<file path="src/rtl/ras_stack.sv">
// Speculative return-address stack with circular overflow and same-cycle call/return.
// Optional macro RAS_REPAIR_EN: restore pointers from the committed shadow on mispredict.
module ras_stack #(
  parameter int Depth     = 8,
  parameter int AddrWidth = 32
) (
  input  logic                 clk_i,
  input  logic                 rst_ni,
  input  logic                 push_i,
  input  logic                 pop_i,
  input  logic [AddrWidth-1:0] ra_i,
  input  logic                 commit_push_i,
  input  logic                 commit_pop_i,
  input  logic                 mispredict_i,
  output logic                 ras_valid_o,
  output logic [AddrWidth-1:0] ras_ra_o,
  output logic                 overflow_o
);
  localparam int PtrW = $clog2(Depth);
  localparam int CntW = PtrW + 1;
  localparam logic [CntW-1:0] CntMax = CntW'(Depth);

  typedef struct packed {
    logic [PtrW-1:0] tos;
    logic [CntW-1:0] cnt;
  } ptr_t;

  // Shared pointer/count arithmetic for the speculative and committed views.
  function automatic ptr_t ptr_step(input ptr_t cur, input logic psh, input logic pp);
    ptr_t nxt;
    nxt = cur;
    if (psh && (!pp || cur.cnt == '0)) begin
      nxt.tos = cur.tos + PtrW'(1);
      if (cur.cnt != CntMax) nxt.cnt = cur.cnt + CntW'(1);
    end else if (pp && !psh && cur.cnt != '0) begin
      nxt.tos = cur.tos - PtrW'(1);
      nxt.cnt = cur.cnt - CntW'(1);
    end
    return nxt;
  endfunction

  logic [AddrWidth-1:0] stack_q [Depth];
  ptr_t                 spec_q, spec_d, spec_step;
  logic                 wr_en;
  logic [PtrW-1:0]      wr_idx;

`ifdef RAS_REPAIR_EN
  ptr_t commit_q, commit_d;
  assign commit_d = ptr_step(commit_q, commit_push_i, commit_pop_i);

  always_ff @(posedge clk_i or negedge rst_ni) begin
    if (!rst_ni) commit_q <= '0;
    else         commit_q <= commit_d;
  end
`else
  logic unused_commit;
  assign unused_commit = commit_push_i ^ commit_pop_i;
`endif

  // push+pop on a non-empty stack leaves tos unchanged, so the stepped tos is
  // always the slot a push writes.
  always_comb begin
    spec_step  = ptr_step(spec_q, push_i, pop_i);
    spec_d     = spec_step;
    wr_en      = 1'b0;
    wr_idx     = spec_step.tos;
    overflow_o = 1'b0;
    if (mispredict_i) begin
`ifdef RAS_REPAIR_EN
      spec_d = commit_d;
`else
      spec_d.tos = spec_q.tos;
      spec_d.cnt = '0;
`endif
    end else begin
      wr_en      = push_i;
      overflow_o = push_i && !pop_i && (spec_q.cnt == CntMax);
    end
  end

  always_ff @(posedge clk_i or negedge rst_ni) begin
    if (!rst_ni) begin
      spec_q <= '0;
      for (int i = 0; i < Depth; i++) stack_q[i] <= '0;
    end else begin
      spec_q <= spec_d;
      if (wr_en) stack_q[wr_idx] <= ra_i;
    end
  end

  assign ras_valid_o = (spec_q.cnt != '0);
  assign ras_ra_o    = ras_valid_o ? stack_q[spec_q.tos] : '0;

endmodule

</file>
<file path="config.mk">
export PLATFORM = sky130hd
export DESIGN_NAME = ras_stack
export DESIGN_NICKNAME = d
export VERILOG_FILES = /design/src/rtl/ras_stack.sv
export SDC_FILE = /design/constraint.sdc
export NUM_CORES = 1
export LEC_CHECK = 0
export ABC_AREA = 0
export BUFFER_PORTS_ARGS = -buffer_cell sky130_fd_sc_hd__buf_2
export CAP_MARGIN = 10
export CORE_ASPECT_RATIO = 0.9
export CORE_MARGIN = 2
export CORE_UTILIZATION = 26
export DETAILED_ROUTE_END_ITERATION = 10
export GPL_TIMING_DRIVEN = 0
export PLACE_DENSITY = 0.45
export SKIP_LAST_GASP = 1
export SYNTH_ARGS = -nofsm -noshare
export SYNTH_HDL_FRONTEND = slang
export SYNTH_SLANG_ARGS = --single-unit
</file>
<file path="constraint.sdc">
create_clock -name clk_i -period 3.08 [get_ports clk_i]
set_input_delay 0.154 -clock clk_i [delete_from_list [all_inputs] [get_ports clk_i]]
set_output_delay 0.154 -clock clk_i [all_outputs]
set_load 0.05 [all_outputs]
</file>
==> impl_results.md <==
- Status: complete, no violations
- Post-DP HPWL: approximately 19000 um
- Area delta synth->final: 21.3%
- IO Count: 73
- Sw Share: between 30% and 40%
- Post-DRT Antenna Nets: 0
- Vias: about 7000
- Yosys cell types: 39
- Hold slack: 0.115 ns
- Max IR drop VDD: approximately 0.45 mV
- Clock-pin slew on the worst setup and hold paths: 0.06 ns
- Actual slew at the worst max-slew pin: 0.890 ns
- Post-synthesis async set-or-reset flop share: 100%
- Max Root-Sink Buffers: 3
- H-tree levels: 1
- P_sw: 6.71 mW
- Critical path depth: 6
- Combinational power share: 46.6%
- Critical path data required time: 2.93 ns
- EDFF count, synth: 0
- Synth Register Bits: 263
- Flop pwr share: 33.6%
- Clk Latency, worst-skew pair: 0.56 ns
- Main synth FF type: dfrtp_1
- Iter 0 DRT Violations: 337
- CP delay by family, top: buffers and inverters
- DRT Wirelength: 31300 um
- Hold Fails Final Rpt: 0
- Critical path data arrival time: 2.74 ns
- Clock power share: 19.8%
- Largest net degree at the start of global routing: 109
- Critical Path End Type: output port
- Critical path's slowest cell: clkbuf_2
- Most frequent CP cell: clkbuf_2
- Antenna violations before repair: 1
- DRC viols: 0
- Post-layout minimum cycle time: ~2.9 ns
- Input/output buffers: 69
- P per Cell Area: roughly 1200 nW/um^2
- Syn nets: a little over 800
- Crit path launch type: flip-flop
- Routed vias/inst: 4.59
- Post-route total power: 17.7 mW
- Die height: 209 um
- Post-Syn Area per Cell: roughly 16 sq um
- P_int: 11.0 mW
- Full die area: 48300 sq um
- Row count: 74
- Initial Util: 26.5%
- Number of global-route vias before repair: 7600
- RSZ-0062 raised after global routing: no
- Gate count of the mapped netlist: 771
- Nets: around 950
- Maxcap violations: 0
- Hold path depth: 4
- Fmax: 346 MHz
- Tot GR Track Use: 13.2%
- Hold crit path type: in2reg
- Slew headroom: 40.6%
- Setup Skew: around 0.008 ns
- Cell area after synthesis: 12100 sq um
- # setup viols final: 0
- WS Path Type: reg2out
- Gpl congestion: 0.746
- Critical path buffers and inverters: 3
- R2r worst-path depth: 9
- Post-synthesis sequential area ratio: between 50 and 60%
- CTS buffer count: 30
- Crit-path max FO: 10
- Grt ovf: 0
- DRT Pass-1 Iters: 4
- CTS sink count: 263
- Root Buffer: clkbuf_16
- DP Worst Slack: -0.0172 ns
- Fin crit share: 93.9%
- Mean routed wirelength per cell: 20.3 um
- Worst-path cell chain: clkbuf_2 > clkbuf_2 > mux4_2 > mux2i_1 > nor2_1 > buf_2
- Share of layout cells above drive strength 1: a little over half
- CTS tree: built
- Fin. max-slew vios: 0
- First-pass GRT wire length: 48300 um
- Width of the die: ~230 um
- Max incr delay on CP: 0.47 ns
- Core ar.: 45600 sq um
- Final WS setup: 0.188 ns
- Leak: 6.43 nW
- Yosys warning count: 0
[metrics by stage]
stage / instances / utilization (%) / area [sq um] / setup TNS, ns
2_1_floorplan: 771 / - / 12100 / 0
3_3_place_gp: 1448 / 28.9 / 13200 / -893.51
3_5_place_dp: 1450 / 29.1 / 13300 / -0.0298
4_1_cts: 1539 / 32.1 / 14700 / 0
5_1_grt: 1539 / 32.1 / 14700 / 0
6_report: 1539 / 32.1 / 14700 / 0
[final cells by class]
cell class	count	area, sq um
clock inverter	6	30.0
timing repair buffer	105	751
tap	608	761
fill	4519	31000
clock buffer	49	953
inverter	7	26.3
antenna	1	2.50
buffer	48	352
multi-input combinational	452	5220
sequential	263	6580
[cells in the final DEF (no fill, tap or decap), types with 2 or more instances in the layout]
cell type,netlist,final
mux2_2,254,254
mux2i_1,36,36
dlygate4sd3_1,0,34
clkinv_2,0,6
clkbuf_2,0,9
buf_16,0,2
o211ai_1,2,2
a21oi_1,6,6
or3_1,2,2
nor2_1,38,38
clkbuf_4,0,2
dfrtp_1,263,263
buf_2,20,80
ha_1,5,5
nor2b_1,2,2
inv_1,6,6
mux4_2,64,64
o21ai_0,8,8
clkbuf_16,0,31
and3_1,2,2
clkbuf_8,0,12
buf_6,6,10
clkbuf_1,14,10
mux2_1,2,2
xnor2_1,3,3
nand3_1,4,4
buf_4,6,8
clkdlybuf4s15_2,0,3
nand2_1,8,8
[cells in the mapped netlist, types with 2 or more instances]
cell      count  area, sq um
buf_6         6         67.6
nand2_1       8         30.0
inv_1         6         22.5
nor2b_1       2         12.5
xnor2_1       3         26.3
mux2_2      254         2860
mux2i_1      36          360
mux4_2       64         1440
dfrtp_1     263         6580
buf_2        20          100
ha_1          5         62.6
and3_1        2         12.5
clkbuf_1     14         52.6
a21oi_1       6         30.0
buf_4         6         45.0
nand3_1       4         20.0
o211ai_1      2         15.0
nor2_1       38          143
mux2_1        2         22.5
o21ai_0       8         40.0
or3_1         2         12.5
buf_1         3         11.3
[sequential cells by signal (all words and copies together) (netlist names)]
| signal | count |
|---|---|
| stack_q | 256 |
| spec_q | 7 |
[path summary, 6_finish.rpt]
| kind | startpoint | to | slack, ns |
|---|---|---|---|
| min in group asynchronous | rst_ni | stack_q[250]$_DFFE_PN0P_ | 0.14 |
| min reg2reg | stack_q[100]$_DFFE_PN0P_ | stack_q[100]$_DFFE_PN0P_ | 0.49 |
| max | spec_q[5]$_DFFE_PN0N_ | ras_ra_o[11] | 0.19 |
| max reg2reg | spec_q[0]$_DFFE_PN0P_ | stack_q[242]$_DFFE_PN0P_ | 0.27 |
| max in group asynchronous | rst_ni | stack_q[75]$_DFFE_PN0P_ | 1.55 |
| min | pop_i | spec_q[5]$_DFFE_PN0N_ | 0.11 |
[per-layer routing]
layer / track usage (%) / up-vias / wire length, um
met5: 0 / - / 0
met4: 2.89 / 0 / 612
met3: 2.36 / 39 / 1230
met2: 20.6 / 104 / 14100
met1: 19.0 / 3762 / 15300
li1: - / 3156 / -
[tightest hold or removal path, delay by kind of cell]
family | cells | cell delay [ns]
buffers and inverters | 1 | 0.16
AO/OA/AOI/OAI | 2 | 0.20
AND/OR/NAND/NOR | 1 | 0.13
[cell families (layout without fill, tap and decap cells)]
family / Yosys count / after routing / share of synthesized area, %
muxes: 356 / 356 / 38.7
DFF: 263 / 263 / 54.4
and+or+nand+nor: 63 / 63 / 2.35
buffers and inverters: 56 / 215 / 2.50
AOI/OAI and AO/OA: 24 / 24 / 1.25
adders and majority gates: 5 / 5 / 0.517
xor gates and xnor gates: 4 / 4 / 0.290
other: 0 / 1 / 0
[power by group through the flow]
stage	Sequential [mW]	Clock, mW	Combinational (mW)
6_report	5.96	3.52	8.26
5_1_grt	6.18	3.79	8.87
4_1_cts	5.94	3.64	8.46
3_5_place_dp	5.99	0	8.33
3_3_place_gp	5.97	0	8.21
2_1_floorplan	5.72	0	6.37
[repair_timing]
action,CTS,global route
setup endpoints to repair,32,57
hold buffers,34,0
hold endpoints to repair,327,0
gates resized for setup,28,2
buffers inserted,0,0
Power figures use the tool's default switching activity.
